## src/rtl/hatch_ctrl_if.sv

```systemverilog
// Control/status bundle between the incubation sequencer and its surroundings:
// button pulses and temperature in, display enable / stage / alarm / done out.
interface hatch_ctrl_if;
  logic       start_btn;
  logic       pause_btn;
  logic [6:0] temp_in;
  logic       st;
  logic [3:0] num;
  logic       temp;
  logic       done;

  modport master (
    output start_btn, pause_btn, temp_in,
    input  st, num, temp, done
  );

  modport slave (
    input  start_btn, pause_btn, temp_in,
    output st, num, temp, done
  );
endinterface

```

## src/rtl/hatch_ctrl.sv

```systemverilog
// Incubation sequencer: advances a growth-stage index at a fixed in-band RUN rate,
// freezing while paused or while the incubator temperature is out of band.
module hatch_ctrl #(
  parameter int unsigned CLK_HZ     = 1000,
  parameter int unsigned STAGE_SEC  = 3,
  parameter int unsigned NUM_STAGES = 12,
  parameter int unsigned T_LOW      = 37,
  parameter int unsigned T_HIGH     = 39
) (
  input  logic         clk,
  input  logic         rst,
  hatch_ctrl_if.slave  bus
);

  localparam int unsigned TickW = (CLK_HZ > 1) ? $clog2(CLK_HZ) : 1;
  localparam int unsigned SecW  = (STAGE_SEC > 1) ? $clog2(STAGE_SEC) : 1;

  localparam logic [TickW-1:0] TickMax   = TickW'(CLK_HZ - 1);
  localparam logic [SecW-1:0]  SecMax    = SecW'(STAGE_SEC - 1);
  localparam logic [3:0]       LastStage = 4'(NUM_STAGES - 1);
  localparam logic [6:0]       TLow      = 7'(T_LOW);
  localparam logic [6:0]       THigh     = 7'(T_HIGH);

  typedef enum logic [2:0] {StIdle, StRun, StHold, StPause, StDone} state_e;

  state_e           state_q;
  logic [TickW-1:0] tick_q;
  logic [SecW-1:0]  sec_q;
  logic [3:0]       num_q;
  logic             st_q;
  logic             temp_q;
  logic             done_q;

  logic       oob;
  logic [3:0] num_inc;

  assign oob     = (bus.temp_in < TLow) || (bus.temp_in > THigh);
  assign num_inc = num_q + 4'd1;

  always_ff @(posedge clk or posedge rst) begin
    if (rst) begin
      state_q <= StIdle;
      tick_q  <= '0;
      sec_q   <= '0;
      num_q   <= '0;
      st_q    <= 1'b0;
      temp_q  <= 1'b0;
      done_q  <= 1'b0;
    end else begin
      temp_q <= (state_q == StIdle) ? 1'b0 : oob;
      unique case (state_q)
        StIdle: begin
          if (bus.start_btn) begin
            state_q <= StRun;
            st_q    <= 1'b1;
            tick_q  <= '0;
            sec_q   <= '0;
            num_q   <= '0;
          end
        end
        StRun: begin
          if (bus.pause_btn) begin
            state_q <= StPause;
          end else if (oob) begin
            state_q <= StHold;
          end else if (tick_q == TickMax) begin
            tick_q <= '0;
            if (sec_q == SecMax) begin
              sec_q <= '0;
              num_q <= num_inc;
              // Reaching the final stage is terminal: no further counting.
              if (num_inc == LastStage) begin
                state_q <= StDone;
                done_q  <= 1'b1;
              end
            end else begin
              sec_q <= sec_q + 1'b1;
            end
          end else begin
            tick_q <= tick_q + 1'b1;
          end
        end
        StHold: begin
          if (bus.pause_btn) begin
            state_q <= StPause;
          end else if (!oob) begin
            state_q <= StRun;
          end
        end
        StPause: begin
          if (bus.pause_btn) begin
            state_q <= StRun;
          end
        end
        StDone: begin
          if (bus.start_btn) begin
            state_q <= StRun;
            done_q  <= 1'b0;
            tick_q  <= '0;
            sec_q   <= '0;
            num_q   <= '0;
          end
        end
        default: state_q <= StIdle;
      endcase
    end
  end

  assign bus.st   = st_q;
  assign bus.num  = num_q;
  assign bus.temp = temp_q;
  assign bus.done = done_q;

endmodule

```

## src/flat_wrapper.sv

```systemverilog
// flat-port wrapper written by rule: the top's interface ports become plain ports
module hatch_ctrl_flat 
#(
  parameter int unsigned CLK_HZ     = 1000,
  parameter int unsigned STAGE_SEC  = 3,
  parameter int unsigned NUM_STAGES = 12,
  parameter int unsigned T_LOW      = 37,
  parameter int unsigned T_HIGH     = 39
)
  (clk, rst, bus_start_btn, bus_pause_btn, bus_temp_in, bus_st, bus_num, bus_temp, bus_done);
  hatch_ctrl_if bus_i ();
  input  logic clk;
  input  logic rst;
  input wire logic [$bits(bus_i.start_btn)-1:0] bus_start_btn;
  input wire logic [$bits(bus_i.pause_btn)-1:0] bus_pause_btn;
  input wire logic [$bits(bus_i.temp_in)-1:0] bus_temp_in;
  output wire logic [$bits(bus_i.st)-1:0] bus_st;
  output wire logic [$bits(bus_i.num)-1:0] bus_num;
  output wire logic [$bits(bus_i.temp)-1:0] bus_temp;
  output wire logic [$bits(bus_i.done)-1:0] bus_done;
  assign bus_i.start_btn = bus_start_btn;
  assign bus_i.pause_btn = bus_pause_btn;
  assign bus_i.temp_in = bus_temp_in;
  assign bus_st = bus_i.st;
  assign bus_num = bus_i.num;
  assign bus_temp = bus_i.temp;
  assign bus_done = bus_i.done;
  hatch_ctrl #(.CLK_HZ(CLK_HZ), .STAGE_SEC(STAGE_SEC), .NUM_STAGES(NUM_STAGES), .T_LOW(T_LOW), .T_HIGH(T_HIGH)) u_core (.clk(clk), .rst(rst), .bus(bus_i));
endmodule
```

## config.mk

```make
export PLATFORM = sky130hd
export DESIGN_NAME = hatch_ctrl_flat
export DESIGN_NICKNAME = d
export VERILOG_FILES = /design/src/rtl/hatch_ctrl_if.sv /design/src/rtl/hatch_ctrl.sv /design/src/flat_wrapper.sv
export SDC_FILE = /design/constraint.sdc
export NUM_CORES = 1
export LEC_CHECK = 0
export ABC_AREA = 1
export CAP_MARGIN = 20
export CORE_UTILIZATION = 46
export CTS_CLUSTER_SIZE = 20
export DETAILED_ROUTE_END_ITERATION = 12
export PLACE_DENSITY = 0.71
export REMOVE_ABC_BUFFERS = 1
export SYNTH_ARGS = -nofsm -noshare
export SYNTH_HDL_FRONTEND = slang
export SYNTH_SLANG_ARGS = --single-unit
```

## constraint.sdc

```tcl
create_clock -name clk -period 1.5 [get_ports clk]
set_input_delay 0.3 -clock clk [delete_from_list [all_inputs] [get_ports clk]]
set_output_delay 0.3 -clock clk [all_outputs]
set_load 0.03 [all_outputs]
```

Word-level counts from Yosys, hierarchy flattened. Cells that the tools add are included.

Word-level logic and storage cells: 77. Flip-flop bits (word level): 22.

Muxes and demuxes: 35. Add/subtract/negate cells: 3. Magnitude comparators: 2. Reduce and logical (&&, ||, !) cells: 11. Equal/unequal tests: 19.

Operator list (count): $mux W10 (4); $mux W3 (9); $mux W4 (5); $pmux W10 S2 (1); $ne A4 B2 Y1 const B (3); $pmux W3 S4 (1); $reduce_and A6 Y1 (2); $add A10 B1 Y10 const B (1); $eq A10 B10 Y1 const B (1); $mux W2 (5); $ne A2 B1 Y1 const B (4); $ne A2 B2 Y1 const B (4); $pmux W4 S2 (1); $gt A7 B6 Y1 const B (1); $lt A7 B6 Y1 const B (1); $mux W1 (7); $reduce_and A7 Y1 (1); $eq A3 B2 Y1 const B (2); $reduce_and A5 Y1 (1); $add A4 B1 Y4 const B (1); $eq A4 B4 Y1 const B (1); $pmux W2 S2 (1); $reduce_and A4 Y1 (1); $reduce_bool A2 Y1 (2); other kinds (10) (10).

Depth between registers and ports, before layout.
Depth in word-level cells: 8. Mapped depth: 10.

Worst setup path after synthesis. No wires, ideal clock.

Path kind: flip-flop to flip-flop. Start point: register u_core.num_q[0] (netlist: u_core.bus.num[0]). End point: register u_core.done_q (netlist: u_core.bus.done). Setup time: 0.118 ns. Required time: 1.382 ns. Arrival: 1.371 ns. Stages on the path, launching flop included: 9. Slack: 0.011 ns. Clock period less this slack: 1.489 ns. Path buffers: 0. Cells stage by stage: dfrtp_1 > ha_1 > inv_1 > nand2_1 > nand3_1 > o21ai_0 > nand3_1 > nand2_1 > nand2_1.

Cells in the longest elaborated chain, start to end: 4.

RTL lines: start: declaration (RTL line hatch_ctrl.sv:29) `logic [3:0] num_q;`; start signal: assignment (RTL line hatch_ctrl.sv:70) `num_q <= num_inc;`; $add A4 B1 Y4 (RTL line hatch_ctrl.sv:38) `assign num_inc = num_q + 4'd1;`; $eq A4 B4 Y1 (RTL line hatch_ctrl.sv:72) `if (num_inc == LastStage) begin`; $ne A2 B1 Y1 (no source line); $reduce_and A7 Y1 (no source line); end signal: assignment (RTL line hatch_ctrl.sv:48) `done_q <= 1'b0;`; end signal: assignment (RTL line hatch_ctrl.sv:74) `done_q <= 1'b1;`; end signal: assignment (RTL line hatch_ctrl.sv:98) `done_q <= 1'b0;`; end: declaration (RTL line hatch_ctrl.sv:32) `logic done_q;`.

No other way between the ends. A chain may end at the register's enable or synchronous reset.

Final worst setup path.
Start point: register u_core.tick_q[0]. End point: register u_core.num_q[1] (netlist: u_core.bus.num[1]).

Cells in the longest elaborated chain, start to end: 3.

RTL lines: start: declaration (RTL line hatch_ctrl.sv:27) `logic [TickW-1:0] tick_q;`; start signal: assignment (RTL line hatch_ctrl.sv:80) `tick_q <= tick_q + 1'b1;`; $eq A10 B10 Y1 (RTL line hatch_ctrl.sv:66) `end else if (tick_q == TickMax) begin`; $ne A2 B1 Y1 (no source line); $reduce_and A6 Y1 (no source line).

No other way between the ends.

==> summary.txt <==
Clock tree
  • Root buffer cell: clkbuf_4
  • Worst-case clock buffer depth: 2
  • Total CTS buffers: 3
  • Hold_buf cts: 0
  • Worst-path clk slew: 130 ps
  • CTS tree: done
  • Max H-tree Level: 1
  • Insertion delay to the later sink of the worst-skew pair: 300 ps
  • TritonCTS Sinks: 22

Yosys
  • Sequential share of the synthesized area: 0.385
  • YS warnings: 0
  • Top-count cell post-synth: nand2_1
  • Post-synth EDFFs: 0
  • Gate count after technology mapping: 204
  • Avg Cell Area, Syn: 7.00 µm²
  • Share of the synthesized area in the top cell type: 0.385
  • Synth area leader: dfrtp_1
  • Asr flop ratio synth: 1.00
  • Mapped cell area: 1430 µm²
  • Netlist cell types: 27
  • Seq cells post-synth: 22
  • Synth Flop Type: dfrtp_1
  • Synth top cells by count: 66 x nand2_1, 24 x nor2_1, 23 x inv_1, 22 x dfrtp_1, 16 x nand3_1
  • Main area contributors after synthesis: dfrtp_1 39%, nand2_1 17%, nor2_1 6.3%, inv_1 6.0%, nand3_1 5.6%

Floorplanning
  • Die ar.: 3330 µm²
  • Core region area: 2850 µm²
  • Chip width: 57.7 µm
  • Rows: 19
  • DIE HEIGHT: 57.7 µm
  • Initial core utilization: 0.501
  • Num ports: 18

Final layout
  • Post-Layout Cell Count: 275
  • Post-Route Utilization: 0.650
  • Area of the multi-input gates: 816 µm²
  • Final #Nets: 260
  • Syn-to-layout area delta: 29.9%
  • Antenna diode count: 0
  • FILL cells: 264
  • Storage element area: 554 µm²
  • Share of layout cells above drive strength 1: 0.246

Worst setup path
  • Critical Path Source: u_core.tick_q[0]$_DFFE_PP0P_
  • Kind of critical path: register to register
  • Worst setup SP type: register
  • Max FO, Critical Path: 8
  • Crit. End Element: register
  • FF-to-FF Start: u_core.tick_q[0]$_DFFE_PP0P_
  • Worst EP required: 1700 ps
  • Data arrival, critical path: 1690 ps

Detailed routing
  • Final WL: 3330 µm
  • DR WL/cell: 12.1 µm
  • DRT iter0 DRCs: 65
  • Vias/cell: 5.31
  • Routed via count: 1460
  • Routed Antenna Nets: 0
  • Drt first pass iters: 4
  • Post-route DRC: 0

Place
  • HPWL after DPL: 2520 µm
  • Placed cells: 270
  • Buffers on Ports: 17
  • Routability congestion estimate: 0.913

Timing
  • Final number of hold-violating endpoints: 0
  • Total negative slack: 0 ps
  • Pins Over Slew Limit: 0
  • Slew headroom: 0.792
  • RSZ-0062 raised after global routing: yes
  • Worst Tran Pin Value: 313 ps
  • Min Tclk post-route: 1490 ps
  • Final setup viols: 0
  • Fmax: 0.671 GHz
  • Hold Slack: 317 ps
  • Fin crit share: 0.994
  • Clock Skew: 7.87 ps

Global route
  • Global route overflow: 0
  • Initial antenna violation count: 0
  • Global-route wire length before repair: 5640 µm
  • Vias in the first global route: 1372
  • Largest net degree at the start of global routing: 23
  • Gr usage total: 0.215

Pwr
  • Leak: 0.896 nW
  • Logic pwr share: 0.581
  • Worst VDD drop: 1.00 mV
  • Pwr Density: 1620 nW/µm²
  • Switching share of total power: 0.485
  • Switching power total: 1.46 mW
  • Clock power share: 0.091
  • Sequential share of power: 0.328
  • Int Power: 1.55 mW

Status
  • Status: completed

Run
  • MaxCap Viol Count: 0

Min path
  • Class of the worst hold path: input port to async pin
## power by group through the flow
stage                     sequential, mW  combinational [mW]  clock [mW]
after floorplan                     1.12               0.921           0
after detailed placement           0.986                1.63           0
after global routing                1.01                1.93       0.299
after global placement             0.975                1.58           0
after CTS                          0.971                1.64       0.287
final                              0.987                1.75       0.275
## state kept, by name (all words and copies together), names as in the netlist
register         flops
u_core.bus.done      1
u_core.bus.num       4
u_core.bus.st        1
u_core.bus.temp      1
u_core.sec_q         2
u_core.state_q       3
u_core.tick_q       10
## layout make-up
class                      count  area share
timing repair buffer          39       0.175
multi-input combinational    154       0.440
inverter                      26      0.0539
tap                           31      0.0209
sequential                    22       0.299
clock buffer                   3      0.0121
## critical path: stages (launching register included)
cell and delay, ps:
dfrtp_1 390, ha_2 190, nand2_2 70, nor2_2 120, nand2_1 80, nor2_2 130, nand2_2 80, nand2_4 120
nand3_4 100, nand2_1 70, nand2_1 50
## kinds of logic (layout without fill, tap and decap cells)
group	count (synthesis)	count (layout)	synth area share
AO/OA/AOI/OAI	19	19	0.0806
XOR/XNOR	2	2	0.0123
buffers and inverters	28	68	0.0814
adder cells (fa/ha/maj)	3	3	0.0263
flip-flops	22	22	0.385
AND/OR/NAND/NOR	130	130	0.414
## routing by layer
layer / GRT usage / vias up / wire (µm)
met5: 0 / - / 0
met4: 0.0850 / 0 / 32
met3: 0.0268 / 4 / 143
met2: 0.350 / 41 / 1630
met1: 0.293 / 675 / 1530
li1: - / 740 / -
## repair_timing
item | 4_1_cts | 5_1_grt
hold endpoints to repair | 0 | 0
setup endpoints to repair | 13 | 21
gates resized for setup | 10 | 24
buffers inserted | 1 | 1
cloned | 0 | 0
pin swaps | 2 | 5
## through the flow
stage / power [mW] / setup slack [ps] / cell area, µm²
5_1_grt: 3.24 / -101 / 1860
6_report: 3.01 / 8.80 / 1860
3_3_place_gp: 2.55 / -226 / 1770
3_5_place_dp: 2.62 / -280 / 1770
4_1_cts: 2.90 / 7.15 / 1800
2_1_floorplan: 2.04 / 10.9 / 1410
## path summary, 6_finish.rpt
| path | to | slack, ps | cells past startpoint |
|---|---|---|---|
| min in group clk | u_core.bus.done$_DFFE_PP0P_ | 480 | 2 |
| hold / removal | u_core.tick_q[3]$_DFFE_PP0P_ | 320 | 3 |
| hold reg to reg | u_core.bus.done$_DFFE_PP0P_ | 480 | 2 |
| setup reg to reg | u_core.bus.num[1]$_DFFE_PP0P_ | 9 | 10 |
| setup / recovery | u_core.bus.num[1]$_DFFE_PP0P_ | 9 | 10 |
| max in group asynchronous | u_core.bus.num[0]$_DFFE_PP0P_ | 930 | 3 |
## cell usage in the layout (no fill, tap or decap), types with 2 or more instances in the layout
| cell | synthesis | layout |
|---|---|---|
| dfrtp_2 | 0 | 3 |
| o21ai_0 | 5 | 2 |
| clkdlybuf4s50_1 | 0 | 10 |
| dfrtp_1 | 22 | 19 |
| a21o_1 | 2 | 2 |
| nor2_2 | 3 | 7 |
| buf_4 | 1 | 22 |
| nor2_1 | 24 | 20 |
| a21oi_1 | 4 | 3 |
| ha_1 | 3 | 2 |
| nand4_1 | 12 | 12 |
| clkbuf_4 | 0 | 3 |
| nand3_2 | 1 | 2 |
| o21ai_2 | 2 | 2 |
| nand3_1 | 16 | 14 |
| inv_1 | 23 | 22 |
| xor2_1 | 2 | 2 |
| o21ai_1 | 4 | 7 |
| dlygate4sd2_1 | 0 | 5 |
| nand2_1 | 66 | 60 |
| nand2_2 | 2 | 7 |
| inv_2 | 3 | 3 |
| nand2_4 | 1 | 2 |
Power figures use the tool's default switching activity.
==> edit 1 (config.mk and constraints unchanged) <==
Compare `tick_q` against `TickMax` with >= in place of ==.
--- a/src/rtl/hatch_ctrl.sv
+++ b/src/rtl/hatch_ctrl.sv
@@ -63,7 +63,7 @@
             state_q <= StPause;
           end else if (oob) begin
             state_q <= StHold;
-          end else if (tick_q == TickMax) begin
+          end else if (tick_q >= TickMax) begin
             tick_q <= '0;
             if (sec_q == SecMax) begin
               sec_q <= '0;
Formal check against the unedited RTL: same outputs for any inputs over 10 cycles, from zero or initial values and one cycle with rst high; that may be too few to reach the edited logic, so the function may still have changed.
==> edit 1 against the original RTL <==
Power is 15% higher; cell area is 1.8% higher; synthesized area is 0.35% lower; global-route usage is 0.27 points lower; synthesized cell count is 3.9% lower; wire length is 1.2% lower; setup slack better by 0.050 ns; sequential cell count stayed put; critical endpoint is now bus_num[3]; largest cell class unchanged.
==> edit 1: results (changes against the original RTL) <==
[metrics] Slew Limit Headroom: 0.8043 (+0.01218)
[metrics] first-pass GRT wire length: 5.416 mm (-3.9%)
[metrics] critical path startpoint: u_core.bus.num[3]$_DFFE_PP0P_
[metrics] met1 demand-to-capacity share in global routing: 0.2417 (-0.05155)
[metrics] number of instances in the synthesized netlist: 196 (-3.9%)
[metrics] Overall Global Routing Usage: 0.2124 (-0.002689)
[metrics] Sw Ratio: 0.4625 (-0.02284)
[metrics] data arrival time at the worst-slack endpoint: 1.14 ns (-0.55 ns)
[metrics] average routed wire per standard cell: 12.31 um (+1.7%)
[metrics] FMAX: 694.0 MHz (+3.5%)
[metrics] total power per unit cell area: 1830 nW/um^2 (+13%)
[metrics] commonest cells in the netlist: sky130_fd_sc_hd__nand2_1, sky130_fd_sc_hd__dfrtp_1, sky130_fd_sc_hd__inv_1
[metrics] peak fanout along the critical path: 4 (-4)
[metrics] most area-consuming cells after synthesis: sky130_fd_sc_hd__dfrtp_1, sky130_fd_sc_hd__nand2_1, sky130_fd_sc_hd__nand3_1
[metrics] buffers inserted by post-CTS timing repair: 0 (-1)
[metrics] worst reg2reg path endpoint: u_core.bus.num[0]$_DFFE_PP0P_
[metrics] Max stage delay cell, worst path: sky130_fd_sc_hd__dfrtp_1
[metrics] total vias in the final route: 1378 (-5.6%)
[metrics] detailed-route wire length on metal 1: 1.378 mm (-9.8%)
[metrics] routability congestion estimate from global placement: 0.8544 (-6.4%)
[metrics] Sequential Power: 0.000992 W (+0.5%)
[metrics] skew final: 0.01185 ns (+0.003975 ns)
[metrics] Distinct cells, synth: 27 (unchanged)
[metrics] leakage power summed over all cells: 0.9242 nW (+3.1%)
[metrics] capturing element of the worst setup path: bus_num[3]
[metrics] Num CTS Buffers: 3 (unchanged)
[metrics] drt total wl: 3.288 mm (-1.2%)
[metrics] # resized after CTS: 11 (+1)
[metrics] CP peak stage delay: 0.43 ns (+0.04 ns)
[metrics] Final Net Count: 251 (-3.5%)
[metrics] worst reg2reg setup slack: 0.06 ns (+0.05 ns)
[metrics] via count of the first global-routing pass: 1327 (-3.3%)
[metrics] clock insertion delay at the later pin of the skew report: 0.33 ns (+0.03 ns)
[metrics] half-perimeter wire length after detailed placement: 2.403 mm (-4.5%)
[metrics] ratio of cells with drive above 1 in the final layout: 0.2712 (+0.02528)
[metrics] placement-stage worst setup slack: -0.2389 ns (+0.04129 ns)
[metrics] Max Used Layer: met4
[metrics] area after detailed placement: 1745 um^2 (-1.3%)
[metrics] part of the Yosys area used for sequential elements: 0.3866 (+0.001354)
[metrics] peak supply drop: 1.072 mV (+6.9%)
[metrics] family with the most delay on the worst path: flip-flops
[metrics] met2 wire length: 1.740 mm (+7.1%)
[metrics] met3 WL: 105 um (-27%)
[metrics] number of DRC violations after detailed-routing iteration 0: 47 (-28%)
[metrics] worst reg2reg startpoint: u_core.tick_q[1]$_DFFE_PP0P_
[metrics] DP Cell Count: 258 (-4.4%)
[metrics] share of power burned in the clock network: 0.136 (+0.045)
[metrics] run status: finished clean
edit 1: changes by cell type after synthesis, moves of 3 or more:
cell                      delta
sky130_fd_sc_hd__nor2_2      -3
sky130_fd_sc_hd__nor2_1      -5
sky130_fd_sc_hd__nand2_1     -4
sky130_fd_sc_hd__nand2_4     +3
sky130_fd_sc_hd__buf_2       +3
sky130_fd_sc_hd__nand4_1     -3
edit 1: cell families after synthesis:
family	share of synthesized area
adder cells (fa/ha/maj)	0.02636
flip-flops	0.3866
AND/OR/NAND/NOR	0.4218
buffers and inverters	0.07996
AO/OA/AOI/OAI	0.08524
edit 1: cell type report:
cell class	instances	area [um^2]
Clock buffer	3	22.52
Clock inverter	1	30.03
Fill cell	240	963.4
Inverter	26	98.84
Multi-Input combinational cell	145	813.3
Sequential cell	22	553.0
Tap cell	31	38.79
Timing Repair Buffer	39	332.8
==> edit 2 (config.mk and constraints unchanged) <==
Made on the original files. `CLK_HZ` is set to 1000 in 2 places; all go to 2000.
--- a/src/rtl/hatch_ctrl.sv
+++ b/src/rtl/hatch_ctrl.sv
@@ -1,7 +1,7 @@
 // Incubation sequencer: advances a growth-stage index at a fixed in-band RUN rate,
 // freezing while paused or while the incubator temperature is out of band.
 module hatch_ctrl #(
-  parameter int unsigned CLK_HZ     = 1000,
+  parameter int unsigned CLK_HZ     = 2000,
   parameter int unsigned STAGE_SEC  = 3,
   parameter int unsigned NUM_STAGES = 12,
   parameter int unsigned T_LOW      = 37,
--- a/src/flat_wrapper.sv
+++ b/src/flat_wrapper.sv
@@ -1,7 +1,7 @@
 // flat-port wrapper written by rule: the top's interface ports become plain ports
 module hatch_ctrl_flat 
 #(
-  parameter int unsigned CLK_HZ     = 1000,
+  parameter int unsigned CLK_HZ     = 2000,
   parameter int unsigned STAGE_SEC  = 3,
   parameter int unsigned NUM_STAGES = 12,
   parameter int unsigned T_LOW      = 37,
Formal check against the unedited RTL: no difference found for any inputs over 10 cycles, from zero or initial values and one cycle with rst high; that may be too few to reach the edited logic, so the function may still have changed.
==> edit 2 against the original RTL <==
Count of clock-buffer cells in the layout up 1; synthesized area up 3.6%; via count up 2.1%; maximum frequency up 0.51%; synthesized cell count up 2.5%; sequential cell count up 1; wire length up 6.3%; non-clock buffer count down 1; power up 9.6%; setup slack better by 0.0076 ns; utilization up 1.0 points; cell area up 8.7%; hold slack worse by 0.020 ns.
==> edit 2: results (changes against the original RTL) <==
[metrics] most area-consuming cells after synthesis: sky130_fd_sc_hd__dfrtp_1, sky130_fd_sc_hd__nand2_1, sky130_fd_sc_hd__nor2_1
[metrics] first-pass GRT wire length: 5.409 mm (-4.0%)
[metrics] met1 demand-to-capacity share in global routing: 0.2684 (-0.02485)
[metrics] run status: finished clean
[metrics] total of buffers placed on input and output ports: 17 (unchanged)
[metrics] number of flip-flops under the largest register name: 11 (+1)
[metrics] detailed-route wire length on metal 1: 1.580 mm (+3.4%)
[metrics] Overall Global Routing Usage: 0.2031 (-0.01203)
[metrics] H-Tree Depth: 1 (unchanged)
[metrics] met3 WL: 89 um (-38%)
[metrics] clock insertion delay at the later pin of the skew report: 0.32 ns (+0.02 ns)
[metrics] worst-margin pin slew: 0.4155 ns (+0.1024 ns)
[metrics] average routed wire per standard cell: 12.03 um (-0.59%)
[metrics] via count of the first global-routing pass: 1300 (-5.2%)
[metrics] maximum clock insertion buffer count: 2 (unchanged)
[metrics] part of the Yosys area used for sequential elements: 0.3888 (+0.003553)
[metrics] Distinct cells, synth: 28 (+3.7%)
[metrics] skew final: 0.006599 ns (-0.001271 ns)
[metrics] drt total wl: 3.538 mm (+6.3%)
[metrics] fraction of met2 tracks used by global routing: 0.3377 (-0.01284)
[metrics] Mapped Avg Cell Area: 7.082 um^2 (+1.1%)
[metrics] data arrival time at the worst-slack endpoint: 1.75 ns (+0.06 ns)
[metrics] total vias in the final route: 1490 (+2.1%)
[metrics] placement-stage worst setup slack: -0.2911 ns (-0.01087 ns)
[metrics] DRT Pass-1 Iters: 4 (unchanged)
[metrics] DP Cell Count: 281 (+4.1%)
[metrics] critical path startpoint: u_core.state_q[1]$_DFFE_PP0P_
[metrics] routability congestion estimate from global placement: 0.8042 (-12%)
[metrics] commonest cells in the netlist: sky130_fd_sc_hd__nand2_1, sky130_fd_sc_hd__nor2_1, sky130_fd_sc_hd__dfrtp_1
[metrics] capturing element of the worst setup path: u_core.tick_q[1]$_DFFE_PP0P_
[metrics] peak supply drop: 0.7244 mV (-28%)
[metrics] leakage power summed over all cells: 1.004 nW (+12%)
[metrics] final setup margin: 0.01639 ns (+0.007590 ns)
[metrics] met3 Use GR: 0.02418 (-0.002610)
[metrics] maximum number of pins on one net before global-route repair: 24 (+4.3%)
[metrics] # fillers: 267 (+1.1%)
[metrics] ratio of cells with drive above 1 in the final layout: 0.2560 (+0.01010)
[metrics] hold_ws: 0.2977 ns (-0.01967 ns)
[metrics] half-perimeter wire length after detailed placement: 2.339 mm (-7.0%)
[metrics] Final Net Count: 265 (+1.9%)
[metrics] met2 wire length: 1.811 mm (+11%)
[metrics] clock slew at the register clock pins of the worst setup and hold paths: 0.13 ns (about the same)
[metrics] peak fanout along the critical path: 5 (-3)
[metrics] number of DRC violations after detailed-routing iteration 0: 68 (+4.6%)
[metrics] area after detailed placement: 1787 um^2 (+0.99%)
[metrics] R2R depth: 8 (-2)
[edit 2: cell types whose count changed after synthesis, moves of 2 or more]
cell,delta
sky130_fd_sc_hd__o21ai_0,-3
sky130_fd_sc_hd__o21ai_1,+2
sky130_fd_sc_hd__nor2_2,-2
sky130_fd_sc_hd__nand2_1,+2
sky130_fd_sc_hd__o21ai_2,+2
[edit 2: timing repair]
item                       CTS  global route
setup endpoints to repair    8            22
pin swaps                    0            13
setup buffers                0             8
resized for setup            8            46
gates cloned                 0             1
[edit 2: layout make-up]
cell class              instances  area (um^2)  area share
well taps                      44        55.05     0.02730
repair buffers                 38        349.1      0.1731
clock buffers                   4        26.28     0.01303
multi-input cells             158        898.4      0.4454
inverters                      26        102.6     0.05087
repair inverters                1        8.758    0.004342
flip-flops and latches         23        576.8      0.2860
[edit 2: critical path, cell delays in order (launching register included)]
cell and delay (ns):
sky130_fd_sc_hd__dfrtp_1 0.41, sky130_fd_sc_hd__inv_2 0.11, sky130_fd_sc_hd__nand2_4 0.08, sky130_fd_sc_hd__o21ai_4 0.16
sky130_fd_sc_hd__a21boi_4 0.31, sky130_fd_sc_hd__buf_6 0.14, sky130_fd_sc_hd__buf_6 0.09, sky130_fd_sc_hd__nand3_2 0.06
sky130_fd_sc_hd__nand2_1 0.07
[edit 2: report_power, final]
part           switching, W  total [W]  internal [W]  leakage, nW
clock network      0.000193   0.000298      0.000104       0.0150
registers          0.000177   0.000993      0.000816        0.295
logic               0.00119    0.00201      0.000824        0.694
total               0.00156    0.00330       0.00174         1.00
[edit 2: cells by family after synthesis]
family,count (synthesis),synth area share
AOI/OAI and AO/OA,21,0.09891
xor gates and xnor gates,3,0.01775
adders and majority gates,3,0.02536
buffers and inverters,28,0.07692
DFF,23,0.3888
and+or+nand+nor,131,0.3922
